`config.mk`:
```
export PLATFORM = sky130hd
export DESIGN_NAME = sr_cmd_generator
export DESIGN_NICKNAME = d
export VERILOG_FILES = /design/src/rtl/sr_cmd_pkg.sv /design/src/rtl/sr_debounce.sv /design/src/rtl/sr_cmd_generator.sv
export SDC_FILE = /design/constraint.sdc
export NUM_CORES = 1
export LEC_CHECK = 0
export ABC_AREA = 1
export ABC_CLOCK_PERIOD_IN_PS = 1530
export BUFFER_PORTS_ARGS = -buffer_cell sky130_fd_sc_hd__buf_2
export CAP_MARGIN = 10
export CORE_MARGIN = 4
export CORE_UTILIZATION = 50
export DETAILED_ROUTE_END_ITERATION = 8
export PLACE_DENSITY = 0.71
export SETUP_SLACK_MARGIN = 0.02
export SYNTH_ARGS = -nofsm -noshare
export SYNTH_HDL_FRONTEND = slang
export SYNTH_SLANG_ARGS = --single-unit
```
`constraint.sdc`:
```
create_clock -name clk -period 1.53 [get_ports clk]
set_clock_uncertainty 0.1 [all_clocks]
set_input_delay 0.153 -clock clk [delete_from_list [all_inputs] [get_ports clk]]
set_output_delay 0.153 -clock clk [all_outputs]
set_load 0.03 [all_outputs]
```
`src/rtl/sr_cmd_pkg.sv`:
```
// ---------------------------------------------------------------------------
// sr_cmd_pkg
// Shared types and constants for the SR command generator:
//   - FSM state encoding used by sr_cmd_generator
//   - pending-slot type encoding and the pending-slot struct
//   - default debounce length / counter width
// ---------------------------------------------------------------------------
package sr_cmd_pkg;

  localparam int DEB_CYCLES_DEF = 4;
  localparam int CNT_W_DEF      = 4;

  typedef enum logic [1:0] {
    IDLE  = 2'd0,
    SET_P = 2'd1,
    CLR_P = 2'd2,
    GAP   = 2'd3
  } sr_state_e;

  typedef enum logic {
    PEND_CLR = 1'b0,
    PEND_SET = 1'b1
  } sr_pend_e;

  // One-deep pending slot: valid bit plus the event type it holds.
  typedef struct packed {
    logic     vld;
    sr_pend_e typ;
  } sr_pend_t;

  // Pulse state that services a given event type.
  function automatic sr_state_e pend_state(sr_pend_e t);
    return (t == PEND_SET) ? SET_P : CLR_P;
  endfunction

endpackage

```
`src/rtl/sr_debounce.sv`:
```
// ---------------------------------------------------------------------------
// sr_debounce
// Two-flop synchroniser, debounce counter and accepted (stable) level for one
// raw request line. Emits a one-cycle rise event when the stable level goes
// 0 -> 1; falling edges are absorbed silently.
//
// Ports:
//   clk     in   rising-edge clock
//   rst     in   synchronous active-low reset
//   raw_i   in   raw asynchronous, bouncy request
//   rise_o  out  one-cycle pulse on the rising edge of the stable level
//
// A new synchronised level must differ from the stable level for DEB_CYCLES
// consecutive cycles before it is accepted. DEB_CYCLES must be 2..15 and
// 2**CNT_W must exceed DEB_CYCLES.
// ---------------------------------------------------------------------------
module sr_debounce
  import sr_cmd_pkg::*;
#(
  parameter int DEB_CYCLES = DEB_CYCLES_DEF,
  parameter int CNT_W      = CNT_W_DEF
) (
  input  logic clk,
  input  logic rst,
  input  logic raw_i,
  output logic rise_o
);

  localparam logic [CNT_W-1:0] CNT_LAST = CNT_W'(DEB_CYCLES - 1);

  logic             meta_q;
  logic             sync_q;
  logic             stable_q, stable_d;
  logic             stable_dly_q;
  logic [CNT_W-1:0] cnt_q, cnt_d;

  // Counter runs only while the synchronised input disagrees with the
  // accepted level; any agreement (glitch reverted) or an acceptance
  // leaves it at zero.
  always_comb begin
    cnt_d    = '0;
    stable_d = stable_q;
    if (sync_q != stable_q) begin
      if (cnt_q == CNT_LAST) begin
        stable_d = sync_q;
      end else begin
        cnt_d = cnt_q + CNT_W'(1);
      end
    end
  end

  always_ff @(posedge clk) begin
    if (!rst) begin
      meta_q       <= 1'b0;
      sync_q       <= 1'b0;
      stable_q     <= 1'b0;
      stable_dly_q <= 1'b0;
      cnt_q        <= '0;
    end else begin
      meta_q       <= raw_i;
      sync_q       <= meta_q;
      stable_q     <= stable_d;
      stable_dly_q <= stable_q;
      cnt_q        <= cnt_d;
    end
  end

  assign rise_o = stable_q & ~stable_dly_q;

endmodule

```
`src/rtl/sr_cmd_generator.sv`:
```
// ---------------------------------------------------------------------------
// sr_cmd_generator
// Turns raw set/clear request lines into clean, mutually exclusive
// single-cycle S/R pulses for downstream SR-style flip-flops.
//
// Ports:
//   clk         in   rising-edge clock
//   rst         in   synchronous active-low reset
//   set_req_in  in   raw set request (async, may bounce)
//   clr_req_in  in   raw clear request (async, may bounce)
//   S           out  registered one-cycle set pulse
//   R           out  registered one-cycle reset pulse
//   busy        out  registered, high in SET_P / CLR_P / GAP
//   conflict    out  registered one-cycle flag: set and clear events coincided
//
// Build option:
//   SR_SET_PRIORITY_EN  defined   -> on coinciding events set wins
//                       undefined -> coinciding events are both dropped
//   conflict is raised in either build.
//
// Every pulse is followed by a GAP cycle and an IDLE cycle, so pulses are at
// least 3 cycles apart and S/R can never be high together. Events arriving
// while busy land in a one-deep pending slot (most recent wins) that is
// serviced from IDLE.
// ---------------------------------------------------------------------------
module sr_cmd_generator
  import sr_cmd_pkg::*;
#(
  parameter int DEB_CYCLES = DEB_CYCLES_DEF,
  parameter int CNT_W      = CNT_W_DEF
) (
  input  logic clk,
  input  logic rst,
  input  logic set_req_in,
  input  logic clr_req_in,
  output logic S,
  output logic R,
  output logic busy,
  output logic conflict
);

  logic      set_ev, clr_ev;
  logic      eff_set, eff_clr;
  logic      new_ev;
  sr_pend_e  new_typ;

  sr_state_e state_q, state_d;
  sr_pend_t  pend_q, pend_d;
  logic      s_q, r_q, busy_q, conflict_q;

  sr_debounce #(.DEB_CYCLES(DEB_CYCLES), .CNT_W(CNT_W)) u_deb_set (
    .clk    (clk),
    .rst    (rst),
    .raw_i  (set_req_in),
    .rise_o (set_ev)
  );

  sr_debounce #(.DEB_CYCLES(DEB_CYCLES), .CNT_W(CNT_W)) u_deb_clr (
    .clk    (clk),
    .rst    (rst),
    .raw_i  (clr_req_in),
    .rise_o (clr_ev)
  );

  // Conflict resolution: collapse the two raw events into at most one
  // effective event before it reaches the FSM / pending slot.
`ifdef SR_SET_PRIORITY_EN
  assign eff_set = set_ev;
  assign eff_clr = clr_ev & ~set_ev;
`else
  assign eff_set = set_ev & ~clr_ev;
  assign eff_clr = clr_ev & ~set_ev;
`endif

  assign new_ev  = eff_set | eff_clr;
  assign new_typ = eff_set ? PEND_SET : PEND_CLR;

  always_comb begin
    state_d = state_q;
    pend_d  = pend_q;
    unique case (state_q)
      IDLE: begin
        if (pend_q.vld) begin
          // Serve the stored event; a fresh event this cycle takes its
          // place since the FSM is about to go busy.
          state_d    = pend_state(pend_q.typ);
          pend_d.vld = new_ev;
          pend_d.typ = new_typ;
        end else if (new_ev) begin
          state_d = pend_state(new_typ);
        end
      end
      SET_P, CLR_P: begin
        state_d = GAP;
        if (new_ev) begin
          pend_d.vld = 1'b1;
          pend_d.typ = new_typ;
        end
      end
      GAP: begin
        state_d = IDLE;
        if (new_ev) begin
          pend_d.vld = 1'b1;
          pend_d.typ = new_typ;
        end
      end
      default: state_d = IDLE;
    endcase
  end

  // Outputs are registered from the next state so they line up with the
  // state register rather than trailing it by a cycle.
  always_ff @(posedge clk) begin
    if (!rst) begin
      state_q    <= IDLE;
      pend_q     <= '0;
      s_q        <= 1'b0;
      r_q        <= 1'b0;
      busy_q     <= 1'b0;
      conflict_q <= 1'b0;
    end else begin
      state_q    <= state_d;
      pend_q     <= pend_d;
      s_q        <= (state_d == SET_P);
      r_q        <= (state_d == CLR_P);
      busy_q     <= (state_d != IDLE);
      conflict_q <= set_ev & clr_ev;
    end
  end

  assign S        = s_q;
  assign R        = r_q;
  assign busy     = busy_q;
  assign conflict = conflict_q;

endmodule

```
==> impl_metrics.toml <==
[outcome]
outcome = "finished, final reports clean"

[pwr]
peakVddDrop_mv = 0.642
pwr-share-seq_pct = 68.9
clockPowerShare_pct = 28.5
p_sw_mw = 0.188
power_per_cell_area_nw_per_um2 = 809
p_leak_nw = 0.594
p_comb_share_pct = 2.6
cell_internal_pwr_mw = 0.734
swShare_pct = 20.3

[grt]
overflow = 0
first_global_vias = 684
grt_max_degree = 15
grt_pass1_wl_mm = 2.53
antenna_found_initial = 0
grt_usage_pct = 12.9

[worst_setup_path]
r2r-start = "u_deb_set.stable_q$_SDFFE_PN0P_"
r2r_cells = 9
crit_fanout = 4
reg2reg_to = "busy$_SDFF_PN0_"
critical_path_class = "reg2reg"
start_kind = "flip-flop"
critPathRequiredTime_ns = 1.65
critPathCapture = "busy$_SDFF_PN0_"
critPathLaunch = "u_deb_set.stable_q$_SDFFE_PN0P_"
rrSetupSlack_ns = 0.07
arrival_ns = 1.58
end_kind = "flip-flop"

[place]
place_area_um2 = 1040
place_congestion = 0.714
pre_cts_ws_ns = -0.0424
port_buffers = 7
placed_cells = 150
dp_hpwl_mm = 1.06

[layout]
diodes = 0
drive_gt1_share_pct = 28.2
syn_to_final_growth_pct = 18.6
layout_commonest_cell = "dfxtp_1"
layout.nets = 143
final_cell_mix = "dfxtp_1 (22), inv_1 (18), nand2_1 (18), nor2_1 (8)"
stdcell_count = 156
postLayoutCoreUtil_pct = 64.5
design_area_um2 = 1140
nFillCells = 165

[timing]
period_minus_slack_ns = 1.46
finalWorstSetupSlack_ns = 0.0727
drv_slew = 0
rsz0062_at_grt = "yes"
hold_viol_final = 0
fmax_mhz = 686
fin_crit_sh_pct = 95.2
setup_viol = 0
slew_headroom_pct = 83.5
worst_pin_slew_ns = 0.247

[drt]
wl_mm = 1.55
wl_met3_um = 76
wl_per_cell_um = 9.90
drt_pass1_iterations = 4
postRouteAntennaNets = 0
dr.first_iter.drc_count = 4
drc = 0
wl_met2_um = 793
vias = 715
top_layer_used = "met4"
m1WireLength_um = 648
avgViaCountPerCell = 4.58

[floorplanning]
rows = 15
io_pins = 8
start_util_pct = 54.4
core_area_um2 = 1760
die_area_um2 = 2680
die_h_um = 51.8
die_x_um = 51.8

[yosys]
seq_area_frac_synth_pct = 50.1
synthDistinctLibCells = 18
syn_nets = 126
synth.area.top_cells = "dfxtp_1 (50%), ha_1 (7.8%), inv_1 (7.8%), nand2_1 (7.8%), nor2_1 (3.9%)"
synth_top_area_cell = "dfxtp_1"
synth-seq-cells = 24
yosysTopAreaCellShare_pct = 50.1
postSynthAreaPerCell_um2 = 8.27
synth_area_um2 = 960
ys_warn_count = 0
syn_inst = 116

[clock_network]
cts_sinks = 24
clockRootBuffer = "clkbuf_4"
clkSlewWorstSetupHoldPaths_ns = 0.12
clockBufferDepth = 2
htree_levels = 1
worstSkewPairLatency_ns = 0.31
cts_buffers = 3
cts_tree = "built"

[run]
maxCapViolCount = 0

[min_path]
hp-class = "in2reg"
==> what timing repair did <==
| item | in CTS | in global routing |
|---|---|---|
| pin swaps | 0 | 5 |
| endpoints found under the hold margin | 2 | 0 |
| buffers inserted | 0 | 1 |
| cloned | 0 | 0 |
| endpoints found under the setup margin | 5 | 6 |
| gates resized for setup | 3 | 11 |
| hold buffers | 2 | 0 |
==> sequential cells by signal, indices dropped and copies added, names as in the netlist <==
signal and cells:
u_deb_clr.cnt_q 4, u_deb_set.cnt_q 4, pend_q 2, state_q 2, R 1, S 1, busy 1, conflict 1
u_deb_clr.meta_q 1, u_deb_clr.stable_dly_q 1, u_deb_clr.stable_q 1, u_deb_clr.sync_q 1, u_deb_set.meta_q 1, u_deb_set.stable_dly_q 1, u_deb_set.stable_q 1, u_deb_set.sync_q 1
==> critical path, cell delays in order (launching register included) <==
cell and delay, ns:
dfxtp_2 0.34, inv_1 0.07, nor2_4 0.17, ha_4 0.24, inv_4 0.07, nand2_1 0.06
nand3_2 0.08, nand3_2 0.09, nand2_2 0.10, nand2_1 0.05
==> Yosys cell counts (all sizes together) <==
cell    count
dfxtp      24
a21oi       7
o211ai      1
nor2       13
nand3       8
o21ai       3
buf         1
inv        23
ha          6
nor3        1
or2         2
nand2      23
xor2        4
==> how the worst min path moves through the flow <==
stage | from | to | slack (ns) | depth (start not counted)
2_1_floorplan | clr_req_in | u_deb_clr.meta_q$_SDFF_PN0_ | 0.15 | 2
3_3_place_gp | set_req_in | u_deb_set.meta_q$_SDFF_PN0_ | 0.24 | 3
3_5_place_dp | set_req_in | u_deb_set.meta_q$_SDFF_PN0_ | 0.24 | 3
4_1_cts | rst | conflict$_SDFF_PN0_ | 0.06 | 3
5_1_grt | rst | conflict$_SDFF_PN0_ | 0.07 | 3
6_report | rst | conflict$_SDFF_PN0_ | 0.07 | 3
==> cell type report <==
| type | count | area [µm²] | area share, % |
|---|---|---|---|
| repair buffers | 13 | 85.1 | 7.47 |
| well taps | 25 | 31.3 | 2.75 |
| multi-input cells | 68 | 428 | 37.6 |
| flip-flops and latches | 24 | 483 | 42.4 |
| clock buffers | 3 | 22.5 | 1.98 |
| inverters | 23 | 88.8 | 7.80 |
==> metal layers <==
layer	GRT usage (%)	vias up
met1	12.9	318
met2	23.5	13
met3	5.16	4
li1	-	380
met4	5.24	0
met5	0	-
==> logic make-up after synthesis <==
family,Yosys count,share of synthesized area [%]
AND/OR/NAND/NOR,47,22.7
adder cells (fa/ha/maj),6,7.82
XOR/XNOR,4,3.65
buffers and inverters,24,9.78
flip-flops,24,50.1
AO/OA/AOI/OAI,11,6.00
==> power groups by stage <==
| stage | Clock, mW | Sequential, mW | Combinational, mW |
|---|---|---|---|
| floorplan | 0 | 0.648 | 0.0143 |
| global placement | 0 | 0.648 | 0.0194 |
| detailed placement | 0 | 0.649 | 0.0202 |
| CTS | 0.276 | 0.635 | 0.0241 |
| global route | 0.294 | 0.635 | 0.0281 |
| finish | 0.263 | 0.635 | 0.0240 |
==> stage by stage <==
| stage | TNS (ns) | hold WS [ns] | total power, mW |
|---|---|---|---|
| after detailed placement | -0.138 | 0.241 | 0.669 |
| after floorplan | 0 | 0.151 | 0.662 |
| after global routing | -0.0564 | 0.0712 | 0.957 |
| final | 0 | 0.0665 | 0.921 |
| after global placement | 0 | 0.236 | 0.668 |
| after CTS | 0 | 0.0582 | 0.935 |
No activity file was read; power rests on OpenSTA's default activity.
